File: src/rtl/vic_pkg.sv
// vic_pkg: shared types and helpers for the vectored interrupt controller.
//   vic_state_e : request FSM states (IDLE, REQ, BLANK)
//   vic_ffs     : index of lowest set bit of a 16-bit vector (0 when empty)
package vic_pkg;

  typedef enum logic [1:0] {
    ST_IDLE  = 2'd0,
    ST_REQ   = 2'd1,
    ST_BLANK = 2'd2
  } vic_state_e;

  localparam int VIC_MAX_CH = 16;

  function automatic logic [3:0] vic_ffs(input logic [VIC_MAX_CH-1:0] v);
    logic [3:0] idx;
    idx = '0;
    for (int i = VIC_MAX_CH - 1; i >= 0; i--)
      if (v[i]) idx = 4'(i);
    return idx;
  endfunction

endpackage

File: src/rtl/vic_prio_enc.sv
// vic_prio_enc: lowest-index-first priority encoder.
//   req [N-1:0]  : request bits, bit 0 highest priority
//   idx [IW-1:0] : index of lowest set request bit (0 when none)
//   vld          : at least one request bit set
module vic_prio_enc #(
  parameter int N  = 4,
  parameter int IW = (N > 1) ? $clog2(N) : 1
) (
  input  logic [N-1:0]  req,
  output logic [IW-1:0] idx,
  output logic          vld
);

  // Scan from the top so the lowest set bit wins the last assignment.
  always_comb begin
    idx = '0;
    vld = 1'b0;
    for (int i = N - 1; i >= 0; i--) begin
      if (req[i]) begin
        idx = IW'(i);
        vld = 1'b1;
      end
    end
  end

endmodule

File: src/rtl/vec_int_ctrl.sv
// vec_int_ctrl: N-channel vectored fixed-priority interrupt controller.
//   g_clk, g_clr    : clock (rising edge), async active-low reset
//   int_req         : raw asynchronous requests, one per channel
//   ien             : global interrupt enable
//   mask_wr/mask_in : load channel mask (1 = masked)
//   int_ack         : controller takes the presented vector
//   int_done        : return-from-interrupt, retires lowest-index in-service bit
//   i_pending       : registered request to the controller
//   vec_out         : registered vector, VEC_BASE + idx*VEC_STRIDE
//   in_service      : channels currently being serviced
//   mask_out        : current mask
// Build option VIC_NESTING_EN: when defined, a channel of strictly higher
// priority than every in-service channel may preempt; otherwise nothing is
// presented while any channel is in service.
module vec_int_ctrl
  import vic_pkg::*;
#(
  parameter int               N_CH       = 4,
  parameter int               VEC_W      = 8,
  parameter logic [VEC_W-1:0] VEC_BASE   = 8'h40,
  parameter int               VEC_STRIDE = 4,
  parameter logic [N_CH-1:0]  EDGE_MASK  = '1
) (
  input  logic             g_clk,
  input  logic             g_clr,
  input  logic [N_CH-1:0]  int_req,
  input  logic             ien,
  input  logic             mask_wr,
  input  logic [N_CH-1:0]  mask_in,
  input  logic             int_ack,
  input  logic             int_done,
  output logic             i_pending,
  output logic [VEC_W-1:0] vec_out,
  output logic [N_CH-1:0]  in_service,
  output logic [N_CH-1:0]  mask_out
);

  localparam int IW = (N_CH > 1) ? $clog2(N_CH) : 1;

  logic [N_CH-1:0] sync1, sync2, dly, pend, pend_nxt, mask;
  logic [N_CH-1:0] rise, allow, elig, is_nxt, done_clr;
  logic [IW-1:0]   cur_idx, cand_idx;
  logic            cand_vld, ack_take;
  logic [3:0]      done_idx;
  vic_state_e      state;

  function automatic logic [VEC_W-1:0] vec_of(input logic [IW-1:0] idx);
    return VEC_BASE + VEC_W'(32'(idx) * VEC_STRIDE);
  endfunction

  // Two-flop synchroniser plus delay flop for edge detection.
  always_ff @(posedge g_clk or negedge g_clr) begin
    if (!g_clr) begin
      sync1 <= '0;
      sync2 <= '0;
      dly   <= '0;
    end else begin
      sync1 <= int_req;
      sync2 <= sync1;
      dly   <= sync2;
    end
  end

  assign rise     = sync2 & ~dly;
  assign ack_take = (state == ST_REQ) && int_ack;

  // A rise coinciding with the ack of the same channel keeps it pending.
  always_comb begin
    pend_nxt = pend;
    for (int i = 0; i < N_CH; i++) begin
      if (EDGE_MASK[i])
        pend_nxt[i] = rise[i] | (pend[i] & ~(ack_take && (cur_idx == IW'(i))));
      else
        pend_nxt[i] = sync2[i];
    end
  end

  // Done retires against the old in-service value, then the ack bit lands.
  assign done_idx = vic_ffs(16'(in_service));
  assign done_clr = (int_done && (in_service != '0)) ? (N_CH'(1) << done_idx) : '0;

  always_comb begin
    is_nxt = in_service & ~done_clr;
    if (ack_take) is_nxt = is_nxt | (N_CH'(1) << cur_idx);
  end

  always_ff @(posedge g_clk or negedge g_clr) begin
    if (!g_clr) begin
      pend       <= '0;
      in_service <= '0;
      mask       <= '1;
    end else begin
      pend       <= pend_nxt;
      in_service <= is_nxt;
      if (mask_wr) mask <= mask_in;
    end
  end

  assign mask_out = mask;

`ifdef VIC_NESTING_EN
  logic [IW-1:0] is_idx;
  logic          is_vld;

  vic_prio_enc #(.N(N_CH), .IW(IW)) u_is_enc (
    .req (in_service),
    .idx (is_idx),
    .vld (is_vld)
  );

  // Only channels strictly above the highest-priority in-service one.
  assign allow = is_vld ? ((N_CH'(1) << is_idx) - N_CH'(1)) : '1;
`else
  assign allow = (in_service == '0) ? '1 : '0;
`endif

  assign elig = pend & ~mask & allow;

  vic_prio_enc #(.N(N_CH), .IW(IW)) u_cand_enc (
    .req (elig),
    .idx (cand_idx),
    .vld (cand_vld)
  );

  // REQ re-arbitrates every cycle except the ack cycle, so vec_out is
  // stable whenever the controller samples int_ack.
  always_ff @(posedge g_clk or negedge g_clr) begin
    if (!g_clr) begin
      state     <= ST_IDLE;
      i_pending <= 1'b0;
      vec_out   <= '0;
      cur_idx   <= '0;
    end else begin
      case (state)
        ST_IDLE: begin
          if (ien && cand_vld) begin
            state     <= ST_REQ;
            i_pending <= 1'b1;
            vec_out   <= vec_of(cand_idx);
            cur_idx   <= cand_idx;
          end
        end
        ST_REQ: begin
          if (int_ack) begin
            state     <= ST_BLANK;
            i_pending <= 1'b0;
          end else if (!(ien && cand_vld)) begin
            state     <= ST_IDLE;
            i_pending <= 1'b0;
          end else begin
            vec_out <= vec_of(cand_idx);
            cur_idx <= cand_idx;
          end
        end
        ST_BLANK: state <= ST_IDLE;
        default: begin
          state     <= ST_IDLE;
          i_pending <= 1'b0;
        end
      endcase
    end
  end

endmodule
File: config.mk
export PLATFORM = sky130hd
export DESIGN_NAME = vec_int_ctrl
export DESIGN_NICKNAME = d
export VERILOG_FILES = /design/src/rtl/vic_pkg.sv /design/src/rtl/vic_prio_enc.sv /design/src/rtl/vec_int_ctrl.sv
export SDC_FILE = /design/constraint.sdc
export NUM_CORES = 1
export LEC_CHECK = 0
export ABC_AREA = 1
export CAP_MARGIN = 20
export CORE_MARGIN = 2
export CORE_UTILIZATION = 49
export CTS_BUF_LIST = sky130_fd_sc_hd__clkbuf_8
export DETAILED_ROUTE_END_ITERATION = 10
export MAX_ROUTING_LAYER = met4
export PLACE_DENSITY = 0.81
export SLEW_MARGIN = 20
export SYNTH_ARGS = -nofsm -noshare
export SYNTH_HDL_FRONTEND = slang
export SYNTH_HIERARCHICAL = 1
export SYNTH_SLANG_ARGS = --single-unit
File: constraint.sdc
create_clock -name g_clk -period 1.9 [get_ports g_clk]
set_clock_uncertainty 0.05 [all_clocks]
set_input_delay 0.19 -clock g_clk [delete_from_list [all_inputs] [get_ports g_clk]]
set_output_delay 0.19 -clock g_clk [all_outputs]
set_load 0.1 [all_outputs]
-- After elaboration in Yosys (flattened, before gate mapping)
Cells that the tools add are included.
- $add $sub $neg: 1
- eq/ne operators: 8
- shifts and indexed selects: 2
- mux-type cells: 29
- bitwise gates (word level): 21
- reduce and logical (&&, ||, !) cells: 15
- operators by type and width (cell ; number):
    two-way mux 4 bit ; 6
    two-way mux 2 bit ; 10
    AND 4 bit ; 4
    two-way mux 8 bit ; 2
    one-hot mux 8 bit (2 select lines) ; 1
    inverter 4 bit ; 3
    adder 7 x 4 -> 8 bit (first input constant) ; 1
    one-hot mux 2 bit (2 select lines) ; 2
    logical AND 1 bit ; 7
    two-way mux 1 bit ; 7
    == test 2 bit (second input constant) ; 3
    inverter 1 bit ; 5
    AND 1 bit ; 4
    == test 2 x 1 -> 1 bit (second input constant) ; 2
    zero test 2 bit ; 2
    zero test 4 bit ; 1
    inequality test 2 bit (second input constant) ; 2
    OR 1 bit ; 4
    OR 4 bit ; 1
    AND reduction 2 bit ; 2
    nonzero test 4 bit ; 1
    << shifter 1 x 2 -> 4 bit (first input constant) ; 1
    << shifter 1 x 4 -> 4 bit (first input constant) ; 1
    inequality test 3 bit (second input constant) ; 1
    other kinds (3) ; 3
- flip-flop bits (word level): 37
- input bits: 14
- output and inout port bits: 17
- word-level logic and storage cells: 86

-- Longest topological paths before layout
- depth after elaboration: 11
- mapped depth: 11
- gate-level depth less buffers: 11

-- By module
The synthesis kept the hierarchy.
- by module, submodules not included (module ; times used ; cells each ; area an instance (um^2) ; sequential area each (um^2)):
    vec_int_ctrl ; 1 ; 119 ; 1138.6 ; 755.7
    vic_prio_enc ; 1 ; 8 ; 36.3 ; 0.0

-- Worst setup path after synthesis
No wires, ideal clock.
- path type: flip-flop to flip-flop
- from: register in_service[0]
- to: register vec_out[3]
- arrival time: 1.851 ns
- setup slack: -0.068 ns
- cell stages (with the launch flop): 11
- buffers on the path: 0
- cells stage by stage: dfrtp_1 inv_1 nand3_1 nor2_1 nor2_1 nand2_1 nand2_1 inv_1 nand3_1 nand2_1 nand2_1
- elaborated cells between the ends (all ways): 16
- those cells by class: 1 x add/sub; 12 x mux; 1 x bitwise; 2 x reduce/logical
- RTL lines (element ; RTL line ; RTL):
    start: declaration ; vec_int_ctrl.sv:34 ; output logic [N_CH-1:0] in_service,
    start signal: assignment ; vec_int_ctrl.sv:94 ; in_service <= is_nxt;
    zero test 4 bit (*) ; vec_int_ctrl.sv:114 ; assign allow = (in_service == '0) ? '1 : '0;
    two-way mux 4 bit (*) ; vec_int_ctrl.sv:114 ;
    AND 4 bit (*) ; vec_int_ctrl.sv:117 ; assign elig = pend & ~mask & allow;
    net elig[2] ; vec_int_ctrl.sv:41 ; logic [N_CH-1:0] rise, allow, elig, is_nxt, done_clr;
    two-way mux 1 bit (*) (3 in a row) ; vic_prio_enc.sv:19 ; if (req[i]) begin
    net cand_vld ; vec_int_ctrl.sv:43 ; logic cand_vld, ack_take;
    logical AND 1 bit (*) ; vec_int_ctrl.sv:136, vec_int_ctrl.sv:147 ;
    two-way mux 8 bit (*) ; vec_int_ctrl.sv:136, vec_int_ctrl.sv:147 ;
    two-way mux 8 bit ; vec_int_ctrl.sv:144 ; if (int_ack) begin
    one-hot mux 8 bit (2 select lines) (*) ; vec_int_ctrl.sv:134 ; case (state)
    end signal: assignment ; vec_int_ctrl.sv:139 ; vec_out <= vec_of(cand_idx);
    end signal: assignment ; vec_int_ctrl.sv:151 ; vec_out <= vec_of(cand_idx);
    end: declaration ; vec_int_ctrl.sv:33 ; output logic [VEC_W-1:0] vec_out,
The timed path passes the listed nets; every way through them passes the cells marked *. The select of a mux whose other input is x is not followed.
A chain may end at the register's enable or synchronous reset.

-- Final worst setup path
- from: register in_service[3]
- to: register vec_out[3]
- elaborated cells between the ends (all ways): 16
- those cells by class: 1 x add/sub; 12 x mux; 1 x bitwise; 2 x reduce/logical
- RTL lines (element ; RTL line):
    zero test 4 bit (*) ; vec_int_ctrl.sv:114
    two-way mux 4 bit (*) ; vec_int_ctrl.sv:114
    AND 4 bit (*) ; vec_int_ctrl.sv:117
    net elig[0] ; vec_int_ctrl.sv:41
    two-way mux 1 bit (*) ; vic_prio_enc.sv:19
    net cand_vld ; vec_int_ctrl.sv:43
    logical AND 1 bit (*) ; vec_int_ctrl.sv:136, vec_int_ctrl.sv:147
    two-way mux 8 bit (*) ; vec_int_ctrl.sv:136, vec_int_ctrl.sv:147
    two-way mux 8 bit ; vec_int_ctrl.sv:144
    one-hot mux 8 bit (2 select lines) (*) ; vec_int_ctrl.sv:134
Marked as above.

==> metrics.txt <==
IO buf count=25; Core Util, Final=0.7076; post-CTS sizing=0; Fillers=~160; clk sink count=30; initial antenna violation count=0; grt ovf=0; layout cells sized above 1=0.2000; final setup violation count=0; total negative slack=0 ns; Core Region=0.002233 mm^2; ant diodes=0; fin. max-slew vios=0; Num CTS Buffers=5; Leak=just over 0.8 nW; crit path launch=in_service[3]; first-pass GRT wire length=about 3800 um; clk slew on worst S/H paths=0.06 ns; Cells after Synth=127; hold_buf cts=0; DR iter-0 viols=18; routed len/inst=11.31 um; FF-to-FF path depth=10; IO Count=31; crit path kind=reg -> reg; register area=between 700 and 800 um^2; Place WS=0.2745 ns; fraction of synthesized area in multiplexers=0; GP Congestion=approximately 0.88; Layout Nets=173; r2r setup slk=approximately 0.22 ns; postcts setup bufs=0; Yosys warnings=6; CTS tree=built; clk buf depth=2; Synth cell types=14; Area Overhead vs Synth=34.51%; # H-tree levels=2; Initial Utilization=0.5261; All-Layer GR Usage=0.2036; fin crit share=0.8868; Die Area=0.002805 mm^2; DPL Wire Length=around 1500 um; DR vias/cell=4.803; Worst Setup EP=vec_out[3]; root buf cell=clkbuf_8; CP max FO=5; DRT antenna net count=0; RSZ-0062 raised after global routing=no; Peak VDD IR=0.9074 mV; Power Density=1487 mW/mm^2; Synth Area in Compound Gates=0.03727; Placed Cells=180; Worst EP required=around 2 ns; worst hold path class=in -> async; most common cell after layout, fill and taps aside=nand2_1; Die X=52.97 um; multi-input logic area=roughly 320 um^2; largest family of logic cells by synthesized area=simple AND/OR/NAND/NOR gates; Syn Area/Cell=9.251 um^2; #FFs+latches synth=30; FF-to-FF End=vec_out[3]; pin count of the biggest net entering global routing=31; Post-Synth Simple-Gate Area=0.2173; Post-Synth XOR/XNOR Area=0; vias=between 900 and 1000; Die Y-Extent=52.97 um; final worst slack=0.2151 ns; r2r startpoint=in_service[3]; fin crit period=1.685 ns; Seq/Total Area, Yosys=0.6432; Synth Cell Area=0.001175 mm^2; worst skew pair latency=between 0.2 and 0.3 ns; total of max-cap violations=0; router iterations before antenna repair=4; most frequent cells in the layout=nand2_1 (41), dfrtp_1 (22), inv_1 (21), clkdlybuf4s50_1 (13), nor2_1 (12); Rows=17; Final Hold Viols=0; crit end category=register; crit path DAT=~1.8 ns; outcome=complete, no violations; Finished Layout Cells=188; vias in the first global route=936; Worst setup SP type=register; Synth Area in Adders=0; final wirelength=~2100 um; FMAX=0.5935 GHz; drc violations=0
-- metal layers --
metal | wire length, um | part of all wire | global-route usage
met1 | 822 | 0.39 | 0.2102
met2 | 1123 | 0.53 | 0.3396
met3 | 125 | 0.059 | 0.07062
met4 | 55 | 0.026 | 0.1111
met5 | 0 | 0 | -
-- worst max-delay path, cell delays in order, from the launching register on --
cell and delay, ns:
dfrtp_2 0.41, nor2_1 0.11, nand3_1 0.13, nor2_1 0.23, nor2_1 0.09, nand2_1 0.08, nand2_1 0.05, inv_1 0.13
nand3_1 0.15, nand2_1 0.09, nand2_1 0.05
-- worst min path at each step --
stage / startpoint / endpoint / slack, ns / cells past startpoint
after global placement: sync1[2] / sync2[2] / 0.28 / 0
after CTS: g_clr / sync1[3] / 0.25 / 2
after detailed placement: sync1[1] / sync2[1] / 0.29 / 0
after global routing: g_clr / sync1[3] / 0.29 / 2
after floorplan: g_clr / cur_idx[0] / -0.16 / 0
final: g_clr / sync1[3] / 0.24 / 2
-- area by class of cell --
| cell class | instances | area share |
|---|---|---|
| clock buffers | 8 | 0.06968 |
| inverters | 21 | 0.04988 |
| multi-input cells | 75 | 0.2011 |
| flip-flops and latches | 30 | 0.4814 |
| repair buffers | 26 | 0.1758 |
| well taps | 28 | 0.02217 |
-- where the power goes --
part	total, mW	switching [mW]	internal (mW)
clock	0.586	0.221	0.365
sequential	0.832	0.0843	0.748
combinational	0.931	0.705	0.227
-- metrics by stage --
step / hold slack, ns / area (um^2) / power (mW)
after floorplan: -0.1556 / 1195 / 1.537
after global placement: 0.2846 / 1470 / 1.730
after detailed placement: 0.2865 / 1470 / 1.757
after CTS: 0.2522 / 1580 / 2.359
after global routing: 0.2882 / 1580 / 2.469
final: 0.2394 / 1580 / 2.349
-- synthesized netlist by cell type --
cell type  count  area share
dfstp_2        4       0.089
conb_1         1      0.0032
a21oi_2        1      0.0075
nand4_1        3       0.016
dfrtp_1       26        0.55
buf_4          5       0.032
nand3_1        2      0.0085
nor2_4         1      0.0096
nand2_1       41        0.13
inv_1         21       0.067
o21ai_0        7       0.030
nor3_1         2      0.0085
nor2_1        12       0.038
nand2_2        1      0.0053
-- registers in the layout (all words and copies together) (netlist names) --
name        count
i_pending       1
cur_idx         1
dly             4
mask_out        4
sync1           4
vec_out         2
sync2           4
state           2
pend            4
in_service      4
-- logic make-up after synthesis --
family | Yosys count
and+or+nand+nor | 62
buffers and inverters | 26
AOI/OAI and AO/OA | 8
other | 1
DFF | 30
Power figures use the tool's default switching activity.
==> RTL change: new RTL, config.mk and constraints unchanged <==
Change the parameter `VEC_W` from 8 to 10.
--- a/src/rtl/vec_int_ctrl.sv
+++ b/src/rtl/vec_int_ctrl.sv
@@ -16,7 +16,7 @@
   import vic_pkg::*;
 #(
   parameter int               N_CH       = 4,
-  parameter int               VEC_W      = 8,
+  parameter int               VEC_W      = 10,
   parameter logic [VEC_W-1:0] VEC_BASE   = 8'h40,
   parameter int               VEC_STRIDE = 4,
   parameter logic [N_CH-1:0]  EDGE_MASK  = '1
Interface: changed (resized vec_out); port bits go from 31 to 33. The function was not compared with the original's and may differ.
==> RTL change against the unedited design <==
Final cell count rose by 1.1%; largest cell class unchanged; clock power rose by 3.8%; worst setup slack gained 0.0088 ns; largest power group unchanged; sequential cell count unchanged; synthesized area grew 1.3%; total power increased by 0.98%; critical path depth is the same; wire length decreased by 3.3%; synthesized cell count increased by 1.6%; design area is 0.40% higher; highest routed layer unchanged.
==> RTL change: results (changes against the unedited design) <==
Postcts setup bufs - 0 (unchanged)
Dpl hpwl - 1.52 mm (+1.9%)
Clock network fraction of total power - 25.6% (+0.7 points)
Detailed-route wire length - 2.06 mm (-3.3%)
Worst-path clk slew - 0.06 ns (about the same)
Layout cells sized above 1 - 19.8% (-0.25 points)
Worst r2r src - in_service[3]$_DFF_PN0_
Filler cells - 157 (+1.3%)
Met1 usage - 20.3% (-0.76 points)
Worst vdd ir - 1090 µV (+20%)
Final Net Count - 175 (+1.2%)
Met3 usage - 7.63% (+0.56 points)
Vias in the first global route - 902 (-3.6%)
YS warnings - 6 (unchanged)
Post-Syn Instances - 129 (+1.6%)
Post-synth top cells - 41 x nand2_1, 26 x dfrtp_1, 21 x inv_1, 12 x nor2_1
H-tree Lvls - 2 (unchanged)
Pre-CTS setup slack - 0.253 ns (-0.0219 ns)
Static leakage - 0.824 nW (+0.84%)
CTS root buf - clkbuf_8
Final GP Congestion - 0.879 (+0.11%)
Grt met2 use - 32.3% (-1.7 points)
First-pass GRT wire length - 3.70 mm (-3.2%)
Vias per cell - 4.76 (-0.94%)
First DRT Iteration DRCs - 17 (-1)
Main area contributors after synthesis - dfrtp_1 55%, nand2_1 13%, dfstp_2 8.8%, inv_1 6.6%, buf_4 4.4%
Status - completed
Sequential share of the synthesized area - 63.5% (-0.81 points)
GRT Util Overall - 19.3% (-1.1 points)
Drt wl/cell - 10.8 µm (-4.4%)
P_int - 1.36 mW (+1.5%)
Combinational power - 932 µW (about the same)
-- RTL change: routing by layer --
layer | wire, µm | vias to the layer above | part of all wire, %
met3 | 90 | 2 | 4.4
li1 | - | 441 | -
met4 | 20 | 0 | 0.97
met1 | 836 | 431 | 41
met2 | 1110 | 30 | 54
met5 | 0 | - | 0
-- RTL change: final timing paths --
check / endpoint / slack (ns) / depth (start not counted)
setup reg to reg: vec_out[3]$_DFFE_PN0P_ / 0.22 / 10
hold / removal: sync1[1]$_DFF_PN0_ / 0.24 / 2
setup / recovery: vec_out[3]$_DFFE_PN0P_ / 0.22 / 10
max in group asynchronous: mask_out[1]$_DFFE_PN1P_ / 1.25 / 2
hold reg to reg: sync2[3]$_DFF_PN0_ / 0.30 / 0
min in group g_clk: sync2[3]$_DFF_PN0_ / 0.30 / 0
-- RTL change: stage by stage --
| step | cell area [µm²] | utilization (%) | total power, mW |
|---|---|---|---|
| floorplan | 1220 | - | 1.56 |
| global placement | 1480 | 65.5 | 1.75 |
| detailed placement | 1480 | 65.5 | 1.77 |
| CTS | 1590 | 70.4 | 2.39 |
| global route | 1590 | 70.4 | 2.51 |
| finish | 1590 | 70.4 | 2.37 |
-- RTL change: worst max-delay path, delay by kind of cell, from the launching register on --
kind,cells,cell delay [ns]
and+or+nand+nor,9,0.98
buffers and inverters,1,0.12
DFF,1,0.41
-- RTL change: cell type report --
type	count	area share [%]
clock buffers	5	4.34
clock inverters	3	2.52
inverters	21	4.97
multi-input cells	77	20.5
flip-flops and latches	30	47.9
well taps	28	2.21
repair buffers	26	17.5
-- RTL change: kinds of logic after synthesis --
logic type	after synthesis	synth area share [%]
simple gates	62	21.5
flops	30	63.5
buf+inv	28	11.0
compound gates	8	3.68
other cells	1	0.315
